$ cat config.mk
export PLATFORM = sky130hd
export DESIGN_NAME = gpio_input_unit_flat
export DESIGN_NICKNAME = d
export VERILOG_FILES = /design/src/rtl/gpio_pkg.sv /design/src/rtl/gpio_input_unit_if.sv /design/src/rtl/gpio_debounce_bit.sv /design/src/rtl/gpio_input_unit.sv /design/src/flat_wrapper.sv
export SDC_FILE = /design/constraint.sdc
export NUM_CORES = 1
export LEC_CHECK = 0
export CAP_MARGIN = 15
export CELL_PAD_IN_SITES_DETAIL_PLACEMENT = 0
export CELL_PAD_IN_SITES_GLOBAL_PLACEMENT = 1
export CORE_UTILIZATION = 38
export CTS_CLUSTER_SIZE = 20
export DETAILED_ROUTE_END_ITERATION = 16
export PLACE_DENSITY = 0.92
export SLEW_MARGIN = 0
export SYNTH_ARGS = -nofsm -noshare
export SYNTH_HDL_FRONTEND = slang
export SYNTH_SLANG_ARGS = --single-unit
$ cat constraint.sdc
create_clock -name clk -period 2.1 [get_ports clk]
set_input_delay 0.63 -clock clk [delete_from_list [all_inputs] [get_ports clk]]
set_output_delay 0.63 -clock clk [all_outputs]
set_load 0.01 [all_outputs]
$ cat src/rtl/gpio_pkg.sv
// Shared constants and types for the GPIO input unit.
// Holds the word register index map, the default pin count, and the bus address type.
// Imported by the interface and by the top level.
package gpio_pkg;

   typedef logic [1:0] gpio_addr_t;

   localparam gpio_addr_t GPIO_ADDR_DATA = 2'd0;
   localparam gpio_addr_t GPIO_ADDR_EDGE = 2'd1;
   localparam gpio_addr_t GPIO_ADDR_MASK = 2'd2;

   localparam int GPIO_WIDTH = 8;

endpackage

$ cat src/rtl/gpio_input_unit_if.sv
// Word-wide load/store port between the core (master) and the GPIO unit (slave).
// Signals: rd_en/wr_en strobes, addr word index, wdata write data, rdata combinational read data.
// No handshake: every access completes in the cycle it is presented.
interface gpio_input_unit_if;
   import gpio_pkg::*;

   logic        rd_en;
   logic        wr_en;
   gpio_addr_t  addr;
   logic [31:0] wdata;
   logic [31:0] rdata;

   modport master (output rd_en, output wr_en, output addr, output wdata, input rdata);
   modport slave  (input rd_en, input wr_en, input addr, input wdata, output rdata);
endinterface

$ cat src/rtl/gpio_debounce_bit.sv
// One pin: two-flop synchronizer, stability counter and debounced level register.
// Latency: level_o follows a held pin change after DEBOUNCE_CYCLES+2 rising edges.
// No backpressure; change_o is a one-cycle pulse asserted in the cycle before level_o flips.
// Ports: clk, rst (async active-low), pin_i raw pin, level_o debounced level, change_o pulse.
module gpio_debounce_bit #(
   parameter int DEBOUNCE_CYCLES = 4
) (
   input  logic clk,
   input  logic rst,
   input  logic pin_i,
   output logic level_o,
   output logic change_o
);
   localparam int CW = $clog2(DEBOUNCE_CYCLES) + 1;
   localparam logic [CW-1:0] CNT_MAX = CW'(DEBOUNCE_CYCLES - 1);

   logic          s1_q, s2_q;
   logic          q_q, q_d;
   logic [CW-1:0] cnt_q, cnt_d;

   // Any cycle where the synchronized pin agrees with q restarts the count,
   // so only an uninterrupted run of DEBOUNCE_CYCLES mismatches is accepted.
   always_comb begin
      q_d      = q_q;
      cnt_d    = '0;
      change_o = 1'b0;
      if (s2_q != q_q) begin
         if (cnt_q == CNT_MAX) begin
            q_d      = s2_q;
            change_o = 1'b1;
         end else begin
            cnt_d = cnt_q + CW'(1);
         end
      end
   end

   always_ff @(posedge clk or negedge rst) begin
      if (!rst) begin
         s1_q  <= 1'b0;
         s2_q  <= 1'b0;
         q_q   <= 1'b0;
         cnt_q <= '0;
      end else begin
         s1_q  <= pin_i;
         s2_q  <= s1_q;
         q_q   <= q_d;
         cnt_q <= cnt_d;
      end
   end

   assign level_o = q_q;
endmodule

$ cat src/rtl/gpio_input_unit.sv
// Debounced GPIO input peripheral with sticky W1C change flags, read over a word-wide port.
// Latency: pin to DATA in DEBOUNCE_CYCLES+2 edges; reads are combinational, writes land at the write edge.
// No backpressure: accesses never stall. Macro GPIO_IRQ_EN adds the MASK register and irq.
// Ports: clk, rst (async active-low), pins_i raw pins, bus (slave port), gpio_o debounced level, irq.
module gpio_input_unit
   import gpio_pkg::*;
#(
   parameter int WIDTH           = GPIO_WIDTH,
   parameter int DEBOUNCE_CYCLES = 4
) (
   input  logic              clk,
   input  logic              rst,
   input  logic [WIDTH-1:0]  pins_i,
   gpio_input_unit_if.slave  bus,
   output logic [WIDTH-1:0]  gpio_o,
   output logic              irq
);
   logic [WIDTH-1:0] q;
   logic [WIDTH-1:0] change;
   logic [WIDTH-1:0] edge_q, edge_d;
   logic [WIDTH-1:0] clr;
   logic [WIDTH-1:0] mask_rd;
   logic [31:0]      rdata_c;

   for (genvar i = 0; i < WIDTH; i++) begin : g_bit
      gpio_debounce_bit #(.DEBOUNCE_CYCLES(DEBOUNCE_CYCLES)) u_bit (
         .clk      (clk),
         .rst      (rst),
         .pin_i    (pins_i[i]),
         .level_o  (q[i]),
         .change_o (change[i])
      );
   end

   // Set is ORed in after the clear so a fresh change survives a same-cycle W1C.
   always_comb begin
      clr    = (bus.wr_en && bus.addr == GPIO_ADDR_EDGE) ? bus.wdata[WIDTH-1:0] : '0;
      edge_d = (edge_q & ~clr) | change;
   end

   always_ff @(posedge clk or negedge rst) begin
      if (!rst) edge_q <= '0;
      else      edge_q <= edge_d;
   end

`ifdef GPIO_IRQ_EN
   logic [WIDTH-1:0] mask_q, mask_d;
   logic             irq_q, irq_d;

   always_comb begin
      mask_d = mask_q;
      if (bus.wr_en && bus.addr == GPIO_ADDR_MASK) mask_d = bus.wdata[WIDTH-1:0];
      irq_d = |(edge_q & mask_q);
   end

   always_ff @(posedge clk or negedge rst) begin
      if (!rst) begin
         mask_q <= '0;
         irq_q  <= 1'b0;
      end else begin
         mask_q <= mask_d;
         irq_q  <= irq_d;
      end
   end

   assign mask_rd = mask_q;
   assign irq     = irq_q;
`else
   assign mask_rd = '0;
   assign irq     = 1'b0;
`endif

   // Read mux sees register outputs only, so a same-cycle write reads back the old value.
   always_comb begin
      rdata_c = '0;
      if (bus.rd_en) begin
         case (bus.addr)
            GPIO_ADDR_DATA: rdata_c = 32'(q);
            GPIO_ADDR_EDGE: rdata_c = 32'(edge_q);
            GPIO_ADDR_MASK: rdata_c = 32'(mask_rd);
            default:        rdata_c = '0;
         endcase
      end
   end

   assign bus.rdata = rdata_c;
   assign gpio_o    = q;

   // Upper write-data bits beyond WIDTH carry no state.
   wire unused_wdata = ^bus.wdata;
endmodule

$ cat src/flat_wrapper.sv
// flat-port wrapper written by rule: the top's interface ports become plain ports
module gpio_input_unit_flat import gpio_pkg::*;
#(
   parameter int WIDTH           = GPIO_WIDTH,
   parameter int DEBOUNCE_CYCLES = 4
)
  (clk, rst, pins_i, gpio_o, irq, bus_rd_en, bus_wr_en, bus_addr, bus_wdata, bus_rdata);
  gpio_input_unit_if bus_i ();
  input  logic clk;
  input  logic rst;
  input  logic [WIDTH-1:0] pins_i;
  output logic [WIDTH-1:0] gpio_o;
  output logic irq;
  input wire logic [$bits(bus_i.rd_en)-1:0] bus_rd_en;
  input wire logic [$bits(bus_i.wr_en)-1:0] bus_wr_en;
  input wire logic [$bits(bus_i.addr)-1:0] bus_addr;
  input wire logic [$bits(bus_i.wdata)-1:0] bus_wdata;
  output wire logic [$bits(bus_i.rdata)-1:0] bus_rdata;
  assign bus_i.rd_en = bus_rd_en;
  assign bus_i.wr_en = bus_wr_en;
  assign bus_i.addr = bus_addr;
  assign bus_i.wdata = bus_wdata;
  assign bus_rdata = bus_i.rdata;
  gpio_input_unit #(.WIDTH(WIDTH), .DEBOUNCE_CYCLES(DEBOUNCE_CYCLES)) u_core (.clk(clk), .rst(rst), .pins_i(pins_i), .bus(bus_i), .gpio_o(gpio_o), .irq(irq));
endmodule
Word-level counts from Yosys, hierarchy flattened
Index checks and enable logic that the tools add are counted.
Storage, ports and cells
  bits in registers: 56
  output and inout bits: 41
Cells by class
  add/sub/neg operators: 8
  equal/unequal tests: 17
  multiplexer cells: 35
  bitwise operators: 3
  reductions and logical operators: 10
Operators by type and width (count)
  $mux W3: 16
  $add A3 B1 Y3 const B: 8
  $eq A3 B2 Y1 const B: 8
  $mux W1: 16
  $mux W8: 2
  $pmux W8 S2: 1
  $reduce_and A2 Y1: 8
  $and A8 B8 Y8: 1
  $ne A1 B1 Y1: 8
  $not A8 Y8: 1
  $or A8 B8 Y8: 1
  $eq A2 B1 Y1 const B: 1
  $logic_not A2 Y1: 1
  $logic_and A1 B1 Y1: 1

Logic depth before layout (Yosys ltp)
  depth in word-level cells: 6
  depth in mapped cells: 4

By module
From an unflattened synthesis, not the netlist that was laid out.
Second synthesis, totals
  cells, all modules: 191
  area total of the unflattened synthesis: 2434.8 um^2
By module, submodules not included
  gpio_debounce_bit: times used 8, cells each 14, area an instance 222.7 um^2, seq. area each 150.1 um^2
  gpio_input_unit: times used 1, cells each 79, area an instance 653.1 um^2, seq. area each 200.2 um^2

Worst setup path before layout
Ideal clock, no wire load.
  path kind: in2out
  start point: input port bus_addr[0]
  end point: output port bus_rdata[5]
  data arrival time: 1.153 ns
  data required time: 1.470 ns
  path slack: 0.317 ns
  cell stages on the path: 4
  cells stage by stage: buf_6 buf_12 mux2i_1 nor2_1
On the way
  word-level cells in the longest chain between the ends: 3
  elaborated cells between the ends (all ways): 4
  classes of those cells: 1 x eq/ne; 2 x mux; 1 x reduce/logical
Ends and longest elaborated chain
  start: declaration: RTL line flat_wrapper.sv:16  | input wire logic [$bits(bus_i.addr)-1:0] bus_addr;
  $eq A2 B1 Y1 / $logic_not A2 Y1 (equally long branches): RTL line gpio_input_unit.sv:77  | case (bus.addr)
  $pmux W8 S2 *: RTL line gpio_input_unit.sv:77
  $mux W8 *: RTL line gpio_input_unit.sv:76  | if (bus.rd_en) begin
  end: declaration: RTL line flat_wrapper.sv:18  | output wire logic [$bits(bus_i.rdata)-1:0] bus_rdata;
Every way passes the cells marked *; elsewhere a longest branch is shown, timed or not.

Worst setup path after layout
Same ends and word-level chain as after synthesis.

==> results_dict.tcl <==
set metrics [dict create \
    outcome "completed" \
    syn_to_final_growth_pct 20.8 \
    post-place-ws_ns -0.761 \
    dpl.hpwl_mm 2.86 \
    synth.distinct_cells 19 \
    clock_sinks 56 \
    ys_ff_latch 56 \
    worstPathRequired_ns 1.47 \
    die-area_um2 6920 \
    syn_area_per_cell_um2 13.1 \
    cts_hold_buffers 0 \
    synth_cells 191 \
    place_area_um2 2810 \
    cp-end-kind "primary output" \
    nNetsFinal 285 \
    gp_congestion 0.746 \
    arrival_ns 1.44 \
    worstSetupStartpointType "input pin" \
    grt.total_usage_pct 13.1 \
    fill_cells 559 \
    avgRoutedWirePerCell_um 13.6 \
    fin_area_um2 3030 \
    drv_cap 0 \
    critPathMaxStageDelay_ns 0.18 \
    num_vias 1435 \
    die_height_um 83.2 \
    grt_pass1_wl_mm 6.98 \
    timing.fmax_mhz 482 \
    cts_buffers 5 \
    drtPass1Iterations 3 \
    drive_gt1_share_pct 20.0 \
    detail-route-antenna-nets 0 \
    syn_area_um2 2500 \
    ys.warnings.count 0 \
    setup_ws_ns 0.0266 \
    die_w_um 83.2 \
    setup_viol 0 \
    hold-worst-slack_ns 0.314 \
    hold_path.class "input pin to async pin" \
    synth-seq-area-share_pct 56.0 \
    avgViaCountPerCell 4.67 \
    io_pins 87 \
    path_common_cell "buf_6" \
    fp-row-count 29 \
    cts_max_path_buffers 2 \
    power_mw 3.30 \
    routed_wl_mm 4.17 \
    max-vdd-ir-drop_mv 0.461 \
    cts_root_buffer "clkbuf_8" \
    n_antenna_cell 0 \
    antenna_found_initial 0 \
    fin_crit_ns 2.07 \
    remaining_drc_errors 0 \
    grt.overflow.total 0 \
    fp.coreArea_um2 6350 \
    leakage_nw 1.36 \
    critPathSlowestCell "mux2i_4" \
    start_util_pct 39.4 \
    clk_latency_ns 0.31 \
    fin_crit_sh_pct 98.7 \
    final_cell_mix "dfrtp_1, conb_1, clkdlybuf4s50_1, nor3b_1" \
    path_clk_slew_ns 0.08 \
    cts_tree "yes" \
    crit_chain "buf_4 > buf_12 > buf_6 > mux2i_4 > nor2_4 > buf_6" \
    hold_viol_final 0 \
    final_common_cell "dfrtp_1" \
    cp_max_fo 5 \
    io_buffers 37 \
    p_per_area_nw_per_um2 1090 \
    grt_max_degree 57 \
    first_global_vias 1483 \
    rsz0062_at_grt "no" \
    htreeDepth 2 \
    finalMaxSlewViolations 0 \
    finalClockSkew_ns 0.00463 \
    path_class "input pin to primary output" \
    drt_iter0_drc 42 \
]
-- critical path, delay by kind of cell --
kind | cells | cell delay, ns
buf+inv | 4 | 0.49
mux | 1 | 0.18
simple gates | 1 | 0.13
-- synth_stat cells (all sizes together) --
library cell | number | area share, %
dfrtp | 56 | 56
buf | 37 | 12
nor3b | 14 | 4.2
nor2b | 10 | 3.9
nand2b | 9 | 2.2
ha | 8 | 4.0
mux2 | 8 | 3.6
mux2i | 8 | 3.2
nand4b | 8 | 2.8
nor2 | 8 | 1.2
nor3 | 8 | 1.6
o2bb2ai | 8 | 2.8
xnor2 | 8 | 2.8
conb | 1 | 0.15
-- routing by layer --
metal,track usage (%),share of wire (%),vias up
met4,6.27,2.1,0
met5,0,0,-
li1,-,-,672
met2,21.2,50,37
met1,16.1,43,717
met3,3.68,4.5,9
-- power by group --
part / internal (mW) / leakage [nW] / switching (mW)
registers: 1.37 / 0.699 / 0.220
logic: 0.605 / 0.608 / 0.448
clock network: 0.342 / 0.0501 / 0.315
total: 2.32 / 1.36 / 0.984
-- metrics by stage --
stage	util, %	TNS [ns]	instances
after floorplan	-	0	215
after global placement	44.3	-6.04	295
after detailed placement	44.3	-5.78	295
after CTS	46.9	-0.0143	307
after global routing	47.6	0	307
final	47.6	0	307
-- registers in the layout (all words and copies together), names as in the netlist --
signal                      flops
u_core.edge_q                   8
u_core.g_bit.u_bit.level_o      8
u_core.g_bit.u_bit.s1_q         8
u_core.g_bit.u_bit.s2_q         8
u_core.g_bit.u_bit.cnt_q       24
-- worst paths after layout --
kind                                                          start                                   endpoint  slack, ns  cells past startpoint
max                                                     bus_addr[0]                               bus_rdata[5]       0.03                      6
max reg2reg                u_core.g_bit[4].u_bit.cnt_q[0]$_DFF_PN0_  u_core.g_bit[4].u_bit.level_o$_DFFE_PN0P_       0.90                      3
min                                                             rst       u_core.g_bit[1].u_bit.s1_q$_DFF_PN0_       0.31                      2
min reg2reg                    u_core.g_bit[2].u_bit.s1_q$_DFF_PN0_       u_core.g_bit[2].u_bit.s2_q$_DFF_PN0_       0.35                      0
max in group asynchronous                                       rst   u_core.g_bit[2].u_bit.cnt_q[2]$_DFF_PN0_       1.55                      2
min in group clk               u_core.g_bit[2].u_bit.s1_q$_DFF_PN0_       u_core.g_bit[2].u_bit.s2_q$_DFF_PN0_       0.35                      0
-- layout make-up --
type                    count  area [um^2]  share of cell area [%]
repair buffers             46          477                    15.8
clock buffers               5         68.8                    2.27
clock inverters             1         30.0                   0.993
flip-flops and latches     56         1400                    46.3
well taps                  77         96.3                    3.18
multi-input cells         122          952                    31.5
-- logic make-up (layout without fill, tap and decap cells) --
group / Yosys count / count (layout) / share of synthesized area (%)
multiplexers: 16 / 16 / 6.80
AO/OA/AOI/OAI: 8 / 8 / 2.80
other: 1 / 25 / 0.150
buffers and inverters: 37 / 52 / 11.5
XOR/XNOR: 8 / 8 / 2.80
AND/OR/NAND/NOR: 57 / 57 / 15.9
flip-flops: 56 / 56 / 56.0
adder cells (fa/ha/maj): 8 / 8 / 4.00
-- repair_timing --
item / CTS / global route
gates resized for setup: 43 / 10
setup endpoints to repair: 8 / 5
pin swaps: 1 / 1
gates cloned: 1 / 0
endpoints found under the hold margin: 0 / 0
buffers inserted: 5 / 0
(Power assumes the default switching activity.)
